File: config.mk
export PLATFORM = sky130hd
export DESIGN_NAME = debounce_edge_counter
export DESIGN_NICKNAME = d
export VERILOG_FILES = /design/src/rtl/debounce_pkg.sv /design/src/rtl/edge_event_counter.sv /design/src/rtl/debounce_edge_counter.sv
export SDC_FILE = /design/constraint.sdc
export NUM_CORES = 1
export LEC_CHECK = 0
export ABC_AREA = 1
export CORE_MARGIN = 2
export CORE_UTILIZATION = 52
export DETAILED_ROUTE_END_ITERATION = 10
export GPL_ROUTABILITY_DRIVEN = 0
export PLACE_DENSITY = 0.81
export SLEW_MARGIN = 0
export SYNTH_ARGS = -nofsm -noshare
export SYNTH_HDL_FRONTEND = slang
export SYNTH_SLANG_ARGS = --single-unit
File: constraint.sdc
create_clock -name clk -period 1.9 [get_ports clk]
set_input_delay 0.38 -clock clk [delete_from_list [all_inputs] [get_ports clk]]
set_output_delay 0.38 -clock clk [all_outputs]
set_load 0.1 [all_outputs]
File: src/rtl/debounce_pkg.sv
// debounce_pkg: shared debounce FSM state encoding.
package debounce_pkg;
  typedef enum logic [1:0] {
    STABLE_LOW,
    PEND_HIGH,
    STABLE_HIGH,
    PEND_LOW
  } debounce_state_t;
endpackage

File: src/rtl/edge_event_counter.sv
// edge_event_counter: wrapping event counter with sticky overflow and synchronous clear.
module edge_event_counter #(
  parameter int CNT_WIDTH = 8
) (
  input  logic                 clk,
  input  logic                 n_rst,
  input  logic                 clear,
  input  logic                 inc,
  output logic [CNT_WIDTH-1:0] count,
  output logic                 overflow
);
  always_ff @(posedge clk) begin
    if (n_rst) begin
      count    <= '0;
      overflow <= 1'b0;
    end else if (clear) begin
      count    <= '0;
      overflow <= 1'b0;
    end else if (inc) begin
      count    <= count + CNT_WIDTH'(1);
      overflow <= overflow | (&count);
    end
  end
endmodule

File: src/rtl/debounce_edge_counter.sv
// debounce_edge_counter: debounces a synchronized level, emits edge strobes and counts rising events.
module debounce_edge_counter
  import debounce_pkg::*;
#(
  parameter int DEBOUNCE_CYCLES = 4,
  parameter int CNT_WIDTH       = 8
) (
  input  logic                 clk,
  input  logic                 n_rst,
  input  logic                 sync_in,
  input  logic                 clear,
  output logic                 level_out,
  output logic                 rise_pulse,
  output logic                 fall_pulse,
  output logic [CNT_WIDTH-1:0] event_count,
  output logic                 count_overflow
);
  localparam int TW = $clog2(DEBOUNCE_CYCLES) + 1;
  localparam logic [TW-1:0] T_LAST = TW'(DEBOUNCE_CYCLES - 1);
  debounce_state_t state, state_n;
  logic [TW-1:0] timer, timer_n;
  logic level_n, rise_n, fall_n;
  always_ff @(posedge clk) begin
    if (n_rst) begin
      state      <= STABLE_LOW;
      timer      <= '0;
      level_out  <= 1'b0;
      rise_pulse <= 1'b0;
      fall_pulse <= 1'b0;
    end else begin
      state      <= state_n;
      timer      <= timer_n;
      level_out  <= level_n;
      rise_pulse <= rise_n;
      fall_pulse <= fall_n;
    end
  end
  always_comb begin
    state_n = state;
    timer_n = timer + TW'(1);
    level_n = level_out;
    rise_n  = 1'b0;
    fall_n  = 1'b0;
    case (state)
      STABLE_LOW: begin
        timer_n = sync_in ? TW'(1) : '0;
        state_n = sync_in ? PEND_HIGH : STABLE_LOW;
      end
      PEND_HIGH: begin
        if (!sync_in) begin
          state_n = STABLE_LOW;
          timer_n = '0;
        end else if (timer == T_LAST) begin
          state_n = STABLE_HIGH;
          timer_n = '0;
          level_n = 1'b1;
          rise_n  = 1'b1;
        end
      end
      STABLE_HIGH: begin
        timer_n = !sync_in ? TW'(1) : '0;
        state_n = !sync_in ? PEND_LOW : STABLE_HIGH;
      end
      PEND_LOW: begin
        if (sync_in) begin
          state_n = STABLE_HIGH;
          timer_n = '0;
        end else if (timer == T_LAST) begin
          state_n = STABLE_LOW;
          timer_n = '0;
          level_n = 1'b0;
          fall_n  = 1'b1;
        end
      end
      default: begin
        state_n = STABLE_LOW;
        timer_n = '0;
      end
    endcase
  end
  // Counter advances on the same edge that raises rise_pulse
  edge_event_counter #(.CNT_WIDTH(CNT_WIDTH)) u_counter (
    .clk      (clk),
    .n_rst    (n_rst),
    .clear    (clear),
    .inc      (rise_n),
    .count    (event_count),
    .overflow (count_overflow)
  );
endmodule
Yosys cells after proc, flatten, opt, wreduce, memory -nomap -nowiden. Cells that the tools add are included.

Reduce and logical (&&, ||, !) cells: 7. Equal/unequal tests: 10. Add/sub/neg operators: 2. Multiplexer cells: 21. Bitwise operators: 2.

Operator list (count): 3-bit one-hot mux with 4 select lines (1); 1-bit 2-to-1 mux (11); 3-bit 2-to-1 mux (3); 8-bit by 1-bit adder with 8-bit output (second input constant) (1); 2-bit 2-to-1 mux (4); 2-bit inequality test (second input constant) (4); 2-bit one-hot mux with 4 select lines (1); 8-bit AND reduction (1); 3-bit inequality test (second input constant) (2); 5-bit AND reduction (1); 2-bit == test (second input constant) (2); 3-bit by 1-bit adder with 3-bit output (second input constant) (1); 3-bit by 2-bit == test with 1-bit output (second input constant) (1); 3-bit OR reduction (1); 2-bit by 1-bit == test with 1-bit output (second input constant) (1); 2-bit logical NOT (1); 1-bit one-hot mux with 2 select lines (1); 2-bit AND reduction (1); 2-bit nonzero test (1); 2-bit OR reduction (1); 1-bit inverter (1); 1-bit OR (1).

Logic and storage cells: 49. Output and inout port bits: 12. Register bits after elaboration: 17. Input port bits: 4.

Longest topological paths before layout. Gate-level depths: netlist of run 1.

Depth in word-level cells: 4. Depth in mapped cells: 9. Depth with buffers taken out: 9.

Modules after synthesis. From an unflattened synthesis of run 1, not the netlist that was laid out.

Cell total of the unflattened synthesis: 99. Area, all modules: 747.0 um2.

By module, submodules not included: edge_event_counter (area each 411.6 um2, cells an instance 53, times used 1, seq. area each 180.2 um2); debounce_edge_counter (area each 335.3 um2, cells an instance 46, times used 1, seq. area each 160.2 um2).

Least setup slack after synthesis of run 1. OpenSTA, ideal clock, no wires.

Path kind: flip-flop to flip-flop. Start: reg u_counter.count[1]. End: reg u_counter.count[4]. Data required time: 1.781 ns. Cell stages (with the launch flop): 7. Buffers on the path: 0. Library setup time: 0.119 ns. Arrival time: 1.726 ns. Period minus slack after synthesis: 1.846 ns. Setup slack: 0.054 ns. Cells stage by stage: dfxtp_1 ha_1 nand3_1 inv_1 nand3_1 nand2_1 nor2_1.

Cells in the longest elaborated chain, start to end: 1.

RTL lines: start, declared (RTL line edge_event_counter.sv:9) `output logic [CNT_WIDTH-1:0] count,`; start signal, assigned (RTL line edge_event_counter.sv:20) `count <= count + CNT_WIDTH'(1);`; 8-bit by 1-bit adder with 8-bit output (RTL line edge_event_counter.sv:20).

No other way between the ends. A chain may end at the register's enable or synchronous reset.

Final worst setup path of run 1.
Start: in n_rst. End: reg u_counter.count[0].

Cells in the longest elaborated chain, start to end: 1.

RTL lines: start, declared (RTL line debounce_edge_counter.sv:9) `input logic n_rst,`; 2-bit OR reduction (no line).

No other way between the ends.

==> results.toml, run 1 <==
[outcome]
status = "finished clean"

[worst_setup_path]
cp_slowest_cell = "clkdlybuf4s50_1"
crit_family = "buffers and inverters"
crit_end = "u_counter.count[0]"
cp_cell_sequence = "clkdlybuf4s50_1, nor2_1, o21ai_0, a21oi_1"
cp_slowest_stage_delay_ns = 0.48
worstPathMaxFanout = 8
crit_cells = 4
rr_startpoint = "timer[0]"
crit_type = "primary input to register"
critPathLaunch = "n_rst"
r2r_slack_ns = 0.60
r2r_cells = 8
cp-end-kind = "register"
worstPathRequired_ns = 2.13
r2r_end = "u_counter.count[4]"
cp.buffers_inverters = 1
critPathArrivalTime_ns = 1.61
start_kind = "primary input"

[synthesis]
ys_types = 15
synthAdderAreaFrac_pct = 3.236
synth_xor_area_share_pct = 0
avgSynthCellArea_um2 = 7.029
syn-num-nets = 116
synth_simple_gate_area_share_pct = 36.41
synth-seq-cells = 17
synth.cell_area_um2 = 773.2
synth.area.mux_share_pct = 0
synth_top_family_by_area = "simple AND/OR/NAND/NOR gates"
synth-compound-area-share_pct = 8.576
ys_warn_count = 0
synthCells = 110
yosysSeqAreaShare_pct = 44.01

[global_route]
antenna_found_initial = 0
top_usage_layer = "met2"
use_met3_pct = 5.172
grt_max_degree = 11
grt_usage_pct = 17.16
grt_pass1_wl_um = 2352
overflow = 0
grt_util_met1_pct = 22.49
grt_pass1_vias = 608
met2_usage_pct = 25.85

[timing]
hold_violations = 0
tightest_slew_ns = 0.4954
fin_crit_ns = 1.379
fin_skew_ns = 0.001412
timing.fmax_mhz = 725.2
maxSlewViolCount = 0
setup_violations = 0
finalSetupTns_ns = 0
timing.final.crit_share_pct = 72.58
relSlewSlack_pct = 66.85
holdWs_ns = 0.4750
rsz0062_at_grt = "false"

[cells_and_area]
drive_gt1_share_pct = 18.60
multi_input_area_um2 = 372.9
final-seq-area_um2 = 340.3
antenna_cells = 0
nets = 136
fillers = 90
syn_to_final_growth_pct = 34.47

[power_and_ir_drop]
clockPowerShare_pct = 33.5
p_per_area_nw_per_um2 = 563.7
leakagePower_nw = 0.4242
total_power_w = 0.0005862
combPwrFrac_pct = 5.0
p_int_w = 0.0004490
vdd.ir_drop.worst_v = 0.0003707
swShare_pct = 23.40
seq_power_share_pct = 61.6
p_sw_w = 0.0001371

[routing]
first_pass_iters = 4
totalWireLength_um = 1360
drc_errors = 0
drtIter0Drc = 28
ant_nets = 0
vias_per_cell = 4.944
vias = 712
wl_per_cell_um = 9.444

[floorplan]
start_util_pct = 57.28
die_y_um = 42.56
fp.coreArea_um2 = 1350
row_count = 13
die_width_um = 42.56
io_pins = 16
die-area_um2 = 1811

[clocking]
cts_tree = "built"
clock-sinks = 17
post_cts_buffers = 0
postCtsHoldBufs = 0
cts_max_path_buffers = 2
clockRootBuffer = "clkbuf_4"
cts_max_level = 1
clk_latency_ns = 0.29
numCtsBuffers = 3
clkTransAtPathRegs_ns = 0.10
cts_resized = 0

[hold_path]
hp-class = "register to register"

[place]
io_buffers = 15
hpwl_um = 1083

[flow_run]
maxCapViolCount = 0
-- power groups by stage --
stage / Sequential (W) / Clock (W) / Combinational, W
after global routing: 0.000361 / 0.000215 / 0.0000325
after CTS: 0.000361 / 0.000198 / 0.0000290
final: 0.000361 / 0.000196 / 0.0000290
after floorplan: 0.000369 / 0 / 0.0000168
after global placement: 0.000369 / 0 / 0.0000282
after detailed placement: 0.000369 / 0 / 0.0000287
-- worst min-delay path by stage --
stage                            to       from  cells past startpoint
after floorplan           level_out      n_rst                      1
after global placement    level_out  level_out                      2
after detailed placement  level_out  level_out                      2
after CTS                 level_out  level_out                      2
after global routing      level_out  level_out                      2
final                     level_out  level_out                      2
-- through the flow --
stage	utilization (%)	setup slack (ns)	area, um^2	std cells
after floorplan	-	0.05437	773.2	110
after global placement	74.98	0.2201	1012	140
after detailed placement	74.98	0.2106	1012	140
after CTS	77.02	0.5164	1040	144
after global routing	77.02	0.4452	1040	144
final	77.02	0.5210	1040	144
-- cell type report --
cell class | instances | area share (%)
Multi-Input combinational cell | 77 | 35.86
Inverter | 16 | 5.776
Clock inverter | 1 | 0.4813
Timing Repair Buffer | 15 | 21.18
Tap cell | 15 | 1.805
Clock buffer | 3 | 2.166
Sequential cell | 17 | 32.73
-- registers in the layout, summed over array words and instances, names as in the netlist, named ones only --
name / cells
fall_pulse: 1
state: 1
timer: 3
u_counter.count: 8
level_out: 1
u_counter.overflow: 1
rise_pulse: 1
-- worst min-delay path, stage by stage (launching register included) --
cell and delay (ns):
dfxtp_1 0.33, nand2_1 0.06, a21oi_1 0.05
-- synth_stat cells (all sizes together) --
cell   count  share of area [%]
nand2     30                 15
nor2      22                 14
dfxtp     17                 44
inv       16                7.8
a21oi      8                5.2
nand3      7                6.1
o21ai      4                2.6
ha         2                3.2
nor3       2                1.3
nand4      1               0.81
o22ai      1               0.81
-- logic make-up (layout without fill, tap and decap cells) --
family | Yosys count | in the layout
simple gates | 62 | 62
flops | 17 | 17
fa+ha+maj | 2 | 2
compound gates | 13 | 13
buf+inv | 16 | 35
-- layer usage --
metal	part of all wire, %	wire length (um)	vias to the layer above
met3	6.3	85	4
met1	49	666	300
li1	-	-	383
met4	1.9	26	0
met5	0	0	-
met2	43	581	25
-- cell usage in the layout (no fill, tap or decap), types with 3 or more instances in the layout --
master           count
a21oi_1              8
clkbuf_4             3
clkdlybuf4s50_1      3
inv_1               14
buf_12               8
nor2_1              17
nand2_1             30
o21ai_0              4
dfxtp_1             17
buf_4                4
nand3_1              6
nor2_2               3
No activity file was read; power rests on OpenSTA's default activity.
==> run 2: changes to the inputs <==
Settings changed: CORE_UTILIZATION 52 to 48, PLACE_DENSITY 0.81 to 0.76.
Clock period 1.9 ns to 1.4 ns, I/O delays scaled along.
==> results.toml, run 2 (synthesis results as in run 1) <==
[cells_and_area]
final_cell_mix = "29 x nand2_1, 17 x nor2_1, 13 x inv_1"
final_core_util_pct = 78.74
antenna_cells = 0
nets = 144
drive_gt1_share_pct = 31.39
final-seq-area_um2 = 361.6
largest_reg_flops = 8
fillers = 107
multi_input_area_um2 = 387.9
final_common_cell = "nand2_1"
syn_to_final_growth_pct = 53.40
largestRegisters = "u_counter.count x8, timer x3"
regMostFlops = "u_counter.count"

[floorplan]
die_width_um = 44.14
die-area_um2 = 1948
io_pins = 16
row_count = 14
fp.coreArea_um2 = 1506
start_util_pct = 51.33
die_y_um = 44.14

[routing]
wl_per_cell_um = 10.24
vias = 766
first_pass_iters = 4
drc_errors = 0
ant_nets = 0
drtIter0Drc = 14
totalWireLength_um = 1567
vias_per_cell = 5.007

[timing]
holdWs_ns = 0.4904
fin_crit_ns = 1.321
timing.final.crit_share_pct = 94.37
setup_violations = 0
timing.fmax_mhz = 756.9
hold_violations = 0
maxSlewViolCount = 0
relSlewSlack_pct = 87.57
tightest_slew_ns = 0.1859
rsz0062_at_grt = "false"
fin_ws_ns = 0.07883
fin_skew_ns = 0.001133

[clocking]
numCtsBuffers = 3
cts_max_level = 1
cts_max_path_buffers = 2
clkTransAtPathRegs_ns = 0.09
clockRootBuffer = "clkbuf_4"
cts_tree = "built"
clk_latency_ns = 0.29
postCtsHoldBufs = 0
clock-sinks = 17

[flow_run]
maxCapViolCount = 0

[worst_setup_path]
worstPathMaxFanout = 7
worstPathRequired_ns = 1.58
crit_type = "register to register"
cp-end-kind = "register"
r2r_slack_ns = 0.08
start_kind = "register"
critPathArrivalTime_ns = 1.50

[global_route]
grt_pass1_vias = 696
grt_pass1_wl_um = 2773
overflow = 0
antenna_found_initial = 0
grt_usage_pct = 19.10
grt_max_degree = 10

[hold_path]
hp-class = "register to register"

[place]
place_ws_ns = -0.08670
hpwl_um = 1113
io_buffers = 15

[power_and_ir_drop]
total_power_w = 0.0007875
p_per_area_nw_per_um2 = 663.9
vdd.ir_drop.worst_v = 0.0006000
leakagePower_nw = 0.4737

[outcome]
status = "finished clean"
## run 2: layout make-up
| class | count | area share [%] |
|---|---|---|
| flip-flops and latches | 17 | 30.49 |
| well taps | 16 | 1.688 |
| inverters | 16 | 5.063 |
| multi-input cells | 77 | 32.70 |
| repair buffers | 23 | 27.85 |
| clock buffers | 4 | 2.215 |
## run 2: stage by stage
step                      setup TNS, ns  instance area [um^2]  instances
after floorplan                       0                 793.3        110
after global placement         -0.05943                  1114        145
after detailed placement        -0.2413                  1114        145
after CTS                             0                  1140        149
after global routing                  0                  1186        153
final                                 0                  1186        153
## run 2: path summary, 6_finish.rpt
path / cells after the start / from / end
worst min-delay path: 2 / timer[2] / timer[2]
worst max-delay path: 7 / timer[0] / u_counter.count[0]
worst min register to register: 2 / timer[2] / timer[2]
worst max register to register: 7 / timer[0] / u_counter.count[0]
## run 2: power breakdown
group          switching (W)  internal, W  leakage [nW]
logic              0.0000260    0.0000219         0.316
registers         0.00000358     0.000479         0.143
clock network       0.000146     0.000111        0.0150
## run 2: per-layer routing
metal,up-vias,global-route usage [%],wire length (um)
li1,397,-,-
met1,344,26.21,756
met2,20,28.82,690
met3,5,2.449,78
met4,0,10.91,42
met5,-,0,0
## run 2: repair_timing
action	CTS	global route
setup buffers	0	4
resized for setup	0	5
endpoints found under the setup margin	0	4
## run 2: worst max-delay path, stage by stage (launching register included)
cell	delay, ns
dfxtp_2	0.36
ha_4	0.13
inv_2	0.04
nor2_4	0.15
nand3_4	0.14
buf_4	0.16
o21ai_0	0.16
a21oi_1	0.06
==> run 3: changes to the inputs <==
==> constraint.sdc (replaced) <==
create_clock -name clk -period 1.4 [get_ports clk]
set_input_delay 0.28 -clock clk [delete_from_list [all_inputs] [get_ports clk]]
set_output_delay 0.28 -clock clk [all_outputs]
set_load 0.005 [all_outputs]
==> results.toml, run 3 (synthesis results as in run 1) <==
[outcome]
status = "finished clean"

[floorplan]
row_count = 14
start_util_pct = 51.33
die-area_um2 = 1948
io_pins = 16
fp.coreArea_um2 = 1506
die_y_um = 44.14
die_width_um = 44.14

[routing]
ant_nets = 0
wl_per_cell_um = 10.21
first_pass_iters = 7
drc_errors = 0
vias = 762
totalWireLength_um = 1644
vias_per_cell = 4.733
drtIter0Drc = 20

[timing]
rsz0062_at_grt = "false"
fin_skew_ns = 0.0004775
relSlewSlack_pct = 85.82
timing.final.crit_share_pct = 92.16
fin_crit_ns = 1.290
fin_ws_ns = 0.1097
hold_violations = 0
maxSlewViolCount = 0
tightest_slew_ns = 0.2121
setup_violations = 0
timing.fmax_mhz = 775.0

[place]
place_ws_ns = -0.08714
io_buffers = 15
hpwl_um = 1193
dp.cells = 147

[cells_and_area]
largestRegisters = "u_counter.count x8, timer x3"
final_common_cell = "nand2_1"
largest_reg_flops = 8
final_cell_mix = "30 x nand2_1, 17 x nor2_1, 16 x buf_4"
final_cells = 161
nets = 152
regMostFlops = "u_counter.count"
drive_gt1_share_pct = 28.97
antenna_cells = 0
fillers = 127
final-seq-area_um2 = 359.1
syn_to_final_growth_pct = 45.95
multi_input_area_um2 = 385.4

[hold_path]
hold_end = "level_out"
whs_path_depth = 2
hold_start = "level_out"
hp-class = "register to register"

[power_and_ir_drop]
vdd.ir_drop.worst_v = 0.0006472
leakagePower_nw = 0.6024
p_per_area_nw_per_um2 = 704.3

[worst_setup_path]
cp-end-kind = "register"
rr_startpoint = "timer[0]"
start_kind = "register"
r2r_end = "u_counter.count[2]"
crit_type = "register to register"
worstPathRequired_ns = 1.58
crit_path_frequent_cell = "inv_2"
r2r_slack_ns = 0.11
cp_slowest_stage_delay_ns = 0.36
r2r_cells = 8
critPathArrivalTime_ns = 1.47
cp_slowest_cell = "dfxtp_2"
cp_cell_sequence = "ha_4, inv_2, nor2_4, nand3_4, inv_2, nand3_1, nand2_1, nor2_1"
worstPathMaxFanout = 8

[clocking]
cts_tree = "built"
clock-sinks = 17
cts_max_path_buffers = 2
clockRootBuffer = "clkbuf_4"
clkTransAtPathRegs_ns = 0.10
numCtsBuffers = 3
cts_max_level = 1
clk_latency_ns = 0.28

[global_route]
overflow = 0
grt_pass1_vias = 692
grt_usage_pct = 20.15
grt_pass1_wl_um = 2891
grt_max_degree = 10
antenna_found_initial = 0

[flow_run]
maxCapViolCount = 0
run 3: what timing repair did:
action	in CTS	in global routing
gates resized for setup	18	11
gates cloned	0	0
setup buffers	8	2
pin swaps	0	4
setup endpoints to repair	11	9
hold buffers	0	0
run 3: per-layer routing:
layer / GRT usage [%] / routed length, um / vias to the layer above
met4: 7.273 / 14 / 0
met3: 6.531 / 92 / 2
met1: 28.39 / 828 / 327
met5: 0 / 0 / -
met2: 28.82 / 709 / 18
li1: - / - / 415
run 3: layout make-up:
cell class                 count  area share (%)
sequential                    17           31.82
multi-input combinational     77           34.15
clock buffer                   4           2.328
inverter                      16           5.322
tap                           16           1.774
timing repair buffer          31           24.61
run 3: critical path, delay by kind of cell (launching register included):
kind	cells	cell delay [ns]
simple gates	5	0.52
flops	1	0.36
buf+inv	2	0.18
fa+ha+maj	1	0.13
run 3: report_power, final:
part           leakage (nW)  internal (W)  switching, W
clock network        0.0150      0.000111      0.000148
registers             0.144      0.000485    0.00000347
logic                 0.443     0.0000222     0.0000252
run 3: worst max path at each step:
stage	start	endpoint	slack (ns)	cells past startpoint
final	timer[0]	u_counter.count[2]	0.11	8
after global routing	timer[0]	u_counter.count[5]	0.006	9
after CTS	fall_pulse	fall_pulse	0.0001	1
after detailed placement	sync_in	timer[0]	-0.09	8
after global placement	sync_in	timer[0]	-0.06	8
after floorplan	timer[0]	u_counter.count[6]	0.25	8
run 3: through the flow:
step	total power, W	utilization, %	setup TNS (ns)	cell area, um^2	hold slack, ns
floorplan	0.0005229	-	0	773.2	0.3491
global placement	0.0005457	65.61	-0.06917	988.4	0.4517
detailed placement	0.0005469	65.61	-0.3404	988.4	0.4517
CTS	0.0008067	71.93	0	1084	0.4648
global route	0.0008410	74.92	0	1129	0.5022
finish	0.0007949	74.92	0	1129	0.4654
